<file path="src/rtl/fetch_ctrl.sv">
// Fetch-stage sequencing controller: gates PC/IF-ID/imem and owns a one-entry
// redirect buffer whose operands are presented to fetch until the redirect applies.
module fetch_ctrl #(
    parameter int CNT_W = 16
) (
    input  logic             CLK,
    input  logic             RST,
    input  logic             ihit,
    input  logic             stall,
    input  logic             halt,
    input  logic             redir_valid,
    output logic             redir_ready,
    input  logic [1:0]       redir_type,
    input  logic [31:0]      redir_brPC,
    input  logic [15:0]      redir_imm,
    input  logic [31:0]      redir_jraddr,
    input  logic [31:0]      redir_jPC,
    input  logic [25:0]      redir_jaddr,
    output logic             pcen,
    output logic [1:0]       PCSrc,
    output logic [31:0]      brPC,
    output logic [15:0]      imm,
    output logic [31:0]      jraddr,
    output logic [31:0]      jPC,
    output logic [25:0]      jaddr,
    output logic             imemREN,
    output logic             ifid_en,
    output logic             ifid_flush,
    output logic             halted,
    output logic [CNT_W-1:0] redir_count
);

    localparam logic [1:0] S_RUN  = 2'd0;
    localparam logic [1:0] S_PEND = 2'd1;
    localparam logic [1:0] S_HALT = 2'd2;

    localparam logic [CNT_W-1:0] CNT_ONE = {{(CNT_W-1){1'b0}}, 1'b1};
    localparam logic [CNT_W-1:0] CNT_MAX = {CNT_W{1'b1}};

    logic [1:0]       r_state;
    logic [1:0]       r_type;
    logic [31:0]      r_brPC;
    logic [15:0]      r_imm;
    logic [31:0]      r_jraddr;
    logic [31:0]      r_jPC;
    logic [25:0]      r_jaddr;
    logic [CNT_W-1:0] r_count;
    logic             w_accept;

    // halt outranks a same-cycle redirect, so it is folded into accept itself
    assign redir_ready = ~RST & (r_state == S_RUN);
    assign w_accept    = redir_valid & redir_ready & (redir_type != 2'd0) & ~halt;

    assign brPC        = r_brPC;
    assign imm         = r_imm;
    assign jraddr      = r_jraddr;
    assign jPC         = r_jPC;
    assign jaddr       = r_jaddr;
    assign redir_count = r_count;

    always_comb begin
        pcen       = 1'b0;
        PCSrc      = 2'd0;
        imemREN    = 1'b0;
        ifid_en    = 1'b0;
        ifid_flush = 1'b0;
        halted     = 1'b0;
        if (RST) begin
            ifid_flush = 1'b1;
        end else begin
            case (r_state)
                S_RUN: begin
                    imemREN = 1'b1;
                    if (w_accept) begin
                        ifid_flush = 1'b1;
                    end else begin
                        pcen    = ihit & ~stall;
                        ifid_en = ihit & ~stall;
                    end
                end
                // stall is ignored here: everything younger is being flushed anyway
                S_PEND: begin
                    PCSrc      = r_type;
                    imemREN    = 1'b1;
                    ifid_flush = 1'b1;
                    pcen       = ihit;
                end
                S_HALT: begin
                    halted = 1'b1;
                end
                default: begin
                    ifid_flush = 1'b1;
                end
            endcase
        end
    end

    always_ff @(posedge CLK) begin
        if (RST) begin
            r_state  <= S_RUN;
            r_type   <= 2'd0;
            r_brPC   <= 32'd0;
            r_imm    <= 16'd0;
            r_jraddr <= 32'd0;
            r_jPC    <= 32'd0;
            r_jaddr  <= 26'd0;
            r_count  <= '0;
        end else if (halt) begin
            r_state <= S_HALT;
        end else begin
            case (r_state)
                S_RUN: begin
                    if (w_accept) begin
                        r_state  <= S_PEND;
                        r_type   <= redir_type;
                        r_brPC   <= redir_brPC;
                        r_imm    <= redir_imm;
                        r_jraddr <= redir_jraddr;
                        r_jPC    <= redir_jPC;
                        r_jaddr  <= redir_jaddr;
                    end
                end
                S_PEND: begin
                    if (ihit) begin
                        r_state <= S_RUN;
                        if (r_count != CNT_MAX) begin
                            r_count <= r_count + CNT_ONE;
                        end
                    end
                end
                S_HALT: begin
                    r_state <= S_HALT;
                end
                default: begin
                    r_state <= S_RUN;
                end
            endcase
        end
    end

endmodule

</file>
<file path="config.mk">
export PLATFORM = sky130hd
export DESIGN_NAME = fetch_ctrl
export DESIGN_NICKNAME = d
export VERILOG_FILES = /design/src/rtl/fetch_ctrl.sv
export SDC_FILE = /design/constraint.sdc
export NUM_CORES = 1
export LEC_CHECK = 0
export CAP_MARGIN = 20
export CORE_UTILIZATION = 39
export CTS_BUF_LIST = sky130_fd_sc_hd__clkbuf_8 sky130_fd_sc_hd__clkbuf_16
export DETAILED_ROUTE_END_ITERATION = 10
export PLACE_DENSITY = 0.87
export SLEW_MARGIN = 15
export SYNTH_ARGS = -nofsm -noshare
export SYNTH_HDL_FRONTEND = slang
export SYNTH_SLANG_ARGS = --single-unit
</file>
<file path="constraint.sdc">
create_clock -name CLK -period 2.4 [get_ports CLK]
set_input_delay 0.36 -clock CLK [delete_from_list [all_inputs] [get_ports CLK]]
set_output_delay 0.36 -clock CLK [all_outputs]
set_load 0.02 [all_outputs]
</file>
==> Yosys cells after proc, flatten, opt, wreduce, memory -nomap -nowiden <==
Cells that the tools add are included.
{ "totals": {"inputBits": 146, "ff_bits": 158, "word_cells": 51} }
{ "classes": {"n_mux": 18, "n_addsub": 1, "bitwise_logic": 8, "n_eq_ne": 7, "n_reduce_logical": 8} }
{ "op_table": {"columns": ["operator", "count"], "rows": [
  ["$add 16x1->16 const B", 1],
  ["$ne 16x16->1 const B", 1],
  ["$mux 1", 10],
  ["$mux 2", 5],
  ["$ne 3x3->1 const B", 2],
  ["$pmux 2 s3", 1],
  ["$and 1x1->1", 5],
  ["$ne 2x2->1 const B", 2],
  ["$pmux 1 s2", 2],
  ["$reduce_and 2->1", 2],
  ["$reduce_and 4->1", 1],
  ["$reduce_or 2->1", 2],
  ["$not 1->1", 3],
  ["$reduce_and 3->1", 1],
  ["$eq 2x1->1 const B", 1],
  ["$eq 2x2->1 const B", 1],
  ["$logic_not 2->1", 1],
  ["$reduce_bool 2->1", 1]
]} }

==> Longest topological paths before layout <==
{ "logic_depth": {"word_depth": 8, "mapped_depth": 7, "mapped_depth_nobuf": 5} }

==> Least setup slack after synthesis <==
Ideal clock, no wire load.
{ "synth_path": {"path_type": "reg-to-output", "from": "register r_state[1]", "to": "output ifid_flush", "slack_ps": 413, "arrival_ps": 1627, "path_stages_with_launch": 6, "path_cell_list": "dfxtp_1 -> nor3_2 -> o2111ai_1 -> clkbuf_1 -> buf_2 -> nand2_1"} }
{ "synth_via": {"elab_chain_len": 8, "word_cells_on_any_way": 9} }
{ "synth_lines": {"columns": ["item", "line", "rtl"], "rows": [
  ["start: declaration", "40", "logic [1:0] r_state;"],
  ["start signal: assignment", "100", "r_state <= S_RUN;"],
  ["start signal: assignment", "109", "r_state <= S_HALT;"],
  ["start signal: assignment", "114", "r_state <= S_PEND;"],
  ["$logic_not 2->1", "51", "assign redir_ready = ~RST & (r_state == S_RUN);"],
  ["$and 1x1->1", "51", null],
  ["net redir_ready", "12", "output logic redir_ready,"],
  ["$and 1x1->1 (3 in a row)", "52", "assign w_accept = redir_valid & redir_ready & (redir_type != 2'd0) & ~halt;"],
  ["$mux 1", "74", "if (w_accept) begin"],
  ["$pmux 1 s2", "71", "case (r_state)"],
  ["$mux 1", "68", "if (RST) begin"],
  ["end: declaration", "28", "output logic ifid_flush,"]
]} }
The timed path passes the listed nets, and every way through them passes these cells.

==> Final worst setup path <==
{ "layout_path": {"from": "register r_state[1]", "to": "output pcen"} }
{ "layout_via": {"elab_chain_len": 8, "word_cells_on_any_way": 9} }
{ "layout_lines": {"columns": ["item", "line", "rtl"], "rows": [
  ["$logic_not 2->1", "51, 71", null],
  ["$and 1x1->1", "51", null],
  ["$and 1x1->1 (3 in a row)", "52", null],
  ["$mux 1", "74", null],
  ["$pmux 1 s2 *", "71", null],
  ["$mux 1 *", "68", null],
  ["end: declaration", "19", "output logic pcen,"]
]} }
Every way passes the cells marked *; elsewhere a longest branch is shown, timed or not.

==> run_results.csv <==
group,metric,value,unit
worst_setup_path,criticalPathCategory,"reg2out",
worst_setup_path,r2r_slack,0.33,ns
synthesis,yosys.area_share.simple,25.05,%
timing,slew_headroom,44.74,%
timing,timing.final.crit_period,2.266,ns
global_route,antenna_found_initial,0,
global_route,grt_pass1_wl,28150,µm
detailed_routing,dr.pass1.iters,4,
power_and_ir_drop,power_frac_seq,45.0,%
status,outcome,"complete, no violations",
synthesis,syn_inst,731,
floorplanning,start_util,40.27,%
synthesis,syn_nets,878,
power_and_ir_drop,comb_power_share,10.5,%
detailed_routing,drc,0,
cts,cts-root-buf,"clkbuf_16",
global_route,track_usage,22.55,%
synthesis,ys.flop_type,"dfxtp_1",
worst_setup_path,reg2regPathDepth,5,
power_and_ir_drop,powerDensity,621.4,nW/µm²
worst_setup_path,start_kind,"flip-flop",
worst_setup_path,endpoint_kind,"primary output",
power_and_ir_drop,p_leak,3.380,nW
synthesis,synth.area.mux_share,2.087,%
worst_setup_path,crit_path_start,"r_state[1]",
floorplanning,fp.dieW,124.7,µm
layout,area_delta_synth_final,64.71,%
place,port_buffers,307,
timing,rsz0062_at_grt,"false",
power_and_ir_drop,clkPwrFrac,44.5,%
synthesis,synth_seq_cells,158,
power_and_ir_drop,power_switching,1.430,mW
layout,drive_above_1_share,5.706,%
synthesis,synth_xor_area_share,0,%
synthesis,avgSynthCellArea,8.036,µm²
worst_setup_path,crit_fanout,6,
floorplanning,num_rows,44,
worst_hold_path,hold_class,"in2reg",
power_and_ir_drop,p_int,4.582,mW
timing,worst_slew_pin_slew,0.8290,ns
floorplanning,die-area,15560,µm²
floorplanning,ioPinCount,308,
cts,worstSkewPairLatency,0.42,ns
synthesis,synth_cell_types,39,
timing,period_share,94.42,%
place,globalplace.congestion,0.8018,
cts,max-clock-path-buffers,2,
cts,htree_levels,4,
synthesis,synth-compound-area-share,14.25,%
detailed_routing,dr.first_iter.drc_count,232,
timing,setup_viol,0,
timing,hold_viol_final,0,
detailed_routing,wire_per_inst,14.45,µm
floorplanning,core,14590,µm²
place,hpwlAfterDp,12120,µm
timing,slew_viol_final,0,
synthesis,synth-async-reset-ratio,0,%
floorplanning,die_h,124.7,µm
global_route,overflow,0,
synthesis,synth_area,5874,µm²
timing,worst_slack,0.1340,ns
synthesis,seq_area_frac_synth,53.84,%
worst_setup_path,endpoint,"pcen",
worst_setup_path,required,2.04,ns
cts,cts_setup_buffers,0,
worst_setup_path,cp.arrival,1.91,ns
global_route,first_global_vias,5764,
global_route,grt_max_degree,124,
power_and_ir_drop,ir_worst_vdd,0.0004223,V
timing,max_freq,441.3,MHz
cts,clock_sinks,158,
worst_setup_path,timing.rr.start,"redir_count[0]",
flow_run,cap_violations,0,
timing,clock_skew,0.009469,ns
cts,cts_made_buffers,17,
detailed_routing,avgViaCountPerCell,4.939,
layout,diodes,0,
synthesis,synth_top_family_by_area,"simple AND/OR/NAND/NOR gates",
layout,fin_nets,1168,
power_and_ir_drop,switching_share,23.79,%
cts,cts_tree,"done",
synthesis,synth_edf_count,0,
detailed_routing,ant_nets,0,
synthesis,synth-adder-area-share,0.2130,%
cts,path_clk_slew,0.06,ns
synthesis,ys.warnings.count,0,
place,dp_slack,0.005275,ns
worst_setup_path,r2r-end,"redir_count[14]",
detailed_routing,wl,17600,µm
timing,finalSetupTns,0,ns
detailed_routing,num_vias,6016,
## metrics by stage
stage	power (mW)	hold slack (ns)	util, %	cells	cell area, µm²
final	6.012	0.3341	66.32	1218	9676
after global routing	6.252	0.3468	66.32	1218	9676
after CTS	6.075	0.3159	66.32	1218	9676
after detailed placement	3.396	0.4455	62.31	1186	9090
after global placement	3.387	0.4403	62.31	1186	9090
after floorplan	2.990	0.4318	-	731	5874
## cells in the mapped netlist (2+ instances only)
cell type  count  area share (%)
nand2_1      288              18
dfxtp_1      158              54
a21oi_1      148              13
clkbuf_1      23             1.5
buf_2         19             1.6
nor2_1        14            0.89
buf_4         10             1.3
nor2b_1       10             1.1
mux2_1         8             1.5
nand4_1        4            0.43
nor4_1         4            0.43
o31ai_1        4            0.51
and3_1         3            0.32
inv_1          3            0.19
nand3_1        3            0.26
nor3_1         3            0.26
or4_1          3            0.38
a211oi_1       2            0.26
and4_1         2            0.30
mux2_2         2            0.38
nand2b_1       2            0.21
## kinds of logic (layout without fill, tap and decap cells)
family,count (synthesis),count (layout)
buf+inv,55,358
flops,158,158
fa+ha+maj,1,1
compound gates,160,160
simple gates,346,346
mux,11,11
## layer usage
metal  global-route usage (%)  share of wire [%]  up-vias
met5                        0                  0        -
met1                    24.75                 39     2768
met4                    10.99                3.2        0
li1                         -                  -     2986
met3                    7.603                7.5       45
met2                    38.77                 50      217
## power by group through the flow
| stage | Clock, mW | Combinational (mW) | Sequential (mW) |
|---|---|---|---|
| 5_1_grt | 2.87 | 0.674 | 2.71 |
| 6_report | 2.68 | 0.630 | 2.71 |
| 4_1_cts | 2.73 | 0.634 | 2.71 |
| 3_3_place_gp | 0 | 0.625 | 2.76 |
| 3_5_place_dp | 0 | 0.631 | 2.76 |
| 2_1_floorplan | 0 | 0.162 | 2.83 |
## worst min path at each step
stage	start	endpoint	slack (ns)	depth (start not counted)
final	RST	jaddr[8]	0.33	3
after global routing	RST	r_state[0]	0.35	3
after CTS	RST	jaddr[8]	0.32	3
after detailed placement	brPC[28]	brPC[28]	0.45	2
after global placement	r_type[1]	r_type[1]	0.44	2
after floorplan	r_type[0]	r_type[0]	0.43	2
## layout make-up
type                            count  area [µm²]
Fill cell                        1137        4913
Timing Repair Buffer              323        3212
Sequential cell                   158        3164
Multi-Input combinational cell    518        2470
Clock buffer                       17       425.4
Tap cell                          184       230.2
Clock inverter                     15       162.7
Inverter                            3       11.26
## placed cells by master (no fill, tap or decap), types with 4 or more instances in the layout
cell	synthesis	routed
a21oi_1	148	148
buf_4	10	15
clkbuf_16	0	17
clkdlybuf4s50_1	0	303
clkinvlp_4	0	4
dfxtp_1	158	157
inv_1	3	4
inv_6	0	5
mux2_1	8	8
nand2_1	288	288
nand4_1	4	4
nor2_1	14	14
nor2b_1	10	10
nor4_1	4	4
o31ai_1	4	4
## registers in the layout (all words and copies together), names as in the netlist
signal,count
brPC,32
jPC,32
jraddr,32
jaddr,26
imm,16
redir_count,16
r_state,2
r_type,2
## repair_timing
action / in CTS / in global routing
setup endpoints to repair: 3 / 0
gates resized for setup: 4 / 0
hold buffers: 0 / 0
## critical path: stages (launching register included)
cell and delay (ns):
dfxtp_1 0.37, nor3_2 0.20, buf_4 0.17, o2111a_4 0.19, nor2_1 0.05, o211a_1 0.20, dlygate4sd2_1 0.31
(Power assumes the default switching activity.)
==> RTL change: new RTL, config.mk and constraints unchanged <==
The parameter `CNT_W` goes from 16 to 20.
--- a/src/rtl/fetch_ctrl.sv
+++ b/src/rtl/fetch_ctrl.sv
@@ -1,7 +1,7 @@
 // Fetch-stage sequencing controller: gates PC/IF-ID/imem and owns a one-entry
 // redirect buffer whose operands are presented to fetch until the redirect applies.
 module fetch_ctrl #(
-    parameter int CNT_W = 16
+    parameter int CNT_W = 20
 ) (
     input  logic             CLK,
     input  logic             RST,
Interface: changed (resized redir_count); port bits go from 308 to 312. The function was not compared with the original's and may differ.
==> RTL change against the original RTL <==
  * Setup slack improved by 21 ps
  * Area after synthesis is 3.8% higher
  * Sequential cell count up 4
  * Total power grew 4.7%
  * Cell area increased by 3.9%
  * First-iteration DRC count is 73% higher
  * Clock power grew 7.8%
  * Synthesized cell count is 4.7% higher
  * Global-route usage increased by 0.66 points
  * Wire length grew 8.0%
  * Non-clock buffer count rose by 3
  * Critical path type unchanged
  * Highest routed layer unchanged
==> RTL change: results (changes against the original RTL) <==
status=finished, final reports clean (unchanged); share of cells above drive strength 1=0.0533 (was 0.0571); vias in the first global route=5996 (was 5764); crit-path leading delay family=buffers and inverters (unchanged); Synth cell types=44 (was 39); pin count of the biggest net entering global routing=141 (was 124); DR WL met2=9.53 mm (was 8.84 mm); worst vdd ir=0.484 mV (was 0.422 mV); global-route wire length before repair=29.5 mm (was 28.2 mm); Post-Route Setup TNS=0 ps (unchanged); arrival time at the worst endpoint=1890 ps (was 1910 ps); Initial DRT Pass Iterations=5 (was 4); FF-to-FF path depth=6 (was 5); # fillers=1221 (was 1137); static leakage=3.47 nW (was 3.38 nW); DP HPWL=13.1 mm (was 12.1 mm); Buffers on Ports=311 (was 307); Avg WL per Cell=14.9 µm (was 14.5 µm); drt via density=4.89 (was 4.94); nets=1203 (was 1168); met3 WL=1.41 mm (was 1.31 mm); register area share after synthesis=0.532 (was 0.538); Mapped Nets=912 (was 878); Cells after Synth=765 (was 731); most instantiated cells after synthesis=nand2_1, dfxtp_1, a21oi_1 (unchanged); worst slack, placed=3.67 ps (was 5.28 ps); critical path fanouts, max=7 (was 6); CP max stage cell=clkdlybuf4s50_1 (was dfxtp_1); DP Area=9410 µm² (was 9090 µm²); slowest stage delay, CP=690 ps (was 370 ps); Least-Margin Pin Slew=874 ps (was 829 ps); Placer Congestion=0.849 (was 0.802); drt initial violations=401 (was 232); overall global routing resource usage=0.232 (was 0.226); placed insts=1247 (was 1186); Synth area leaders=dfxtp_1, nand2_1, a21oi_1 (unchanged)
[RTL change: changes by cell type after synthesis, moves of 4 or more]
| cell | change |
|---|---|
| nand4_1 | +4 |
| clkbuf_1 | +18 |
| nor2_1 | +4 |
| buf_2 | -7 |
| buf_4 | -10 |
| dfxtp_1 | +4 |
[RTL change: metal layers]
layer  vias up  track usage
li1       3123            -
met1      2870        0.260
met2       230        0.400
met3        39       0.0754
met4         0        0.108
met5         -            0
[RTL change: worst reg2reg max path, stage by stage, from the launching register on]
cell and delay [ps]:
dfxtp_1 390, nor3_4 250, o2111a_4 260, buf_4 110, buf_4 640, nand2_1 210
a21oi_1 200
[RTL change: cell type report]
| cell class | count | area, µm² | area share |
|---|---|---|---|
| multi-input combinational | 546 | 2650 | 0.264 |
| timing repair buffer | 326 | 3250 | 0.323 |
| sequential | 162 | 3240 | 0.323 |
| clock inverter | 15 | 205 | 0.0204 |
| clock buffer | 17 | 425 | 0.0423 |
| tap | 211 | 264 | 0.0263 |
| inverter | 3 | 11.3 | 0.00112 |
[RTL change: timing repair]
| action | CTS | global route |
|---|---|---|
| resized for setup | 3 | 1 |
| gates cloned | 0 | 0 |
| endpoints found under the setup margin | 3 | 1 |
| pin swaps | 1 | 0 |
| buffers inserted | 1 | 0 |
[RTL change: cell families after synthesis]
kind of cell / after synthesis / share of synthesized area
flops: 162 / 0.532
mux: 12 / 0.0219
fa+ha+maj: 1 / 0.00205
compound gates: 165 / 0.147
buf+inv: 57 / 0.0388
simple gates: 368 / 0.258
[RTL change: worst paths after layout]
| kind | startpoint | end | slack (ps) |
|---|---|---|---|
| max | r_state[0]$_SDFFE_PP0P_ | PCSrc[0] | 150 |
| min reg2reg | jaddr[25]$_SDFFE_PP0P_ | jaddr[25]$_SDFFE_PP0P_ | 450 |
| max reg2reg | r_state[1]$_SDFFE_PP0P_ | imm[10]$_SDFFE_PP0P_ | 280 |
| min | RST | brPC[18]$_SDFFE_PP0P_ | 330 |
[RTL change: where the power goes]
part	internal [mW]	total [mW]	switching, mW	leakage (nW)
Combinational	0.357	0.638	0.281	1.86
Sequential	2.74	2.77	0.0298	1.31
Clock	1.76	2.89	1.13	0.300
Total	4.86	6.30	1.44	3.47
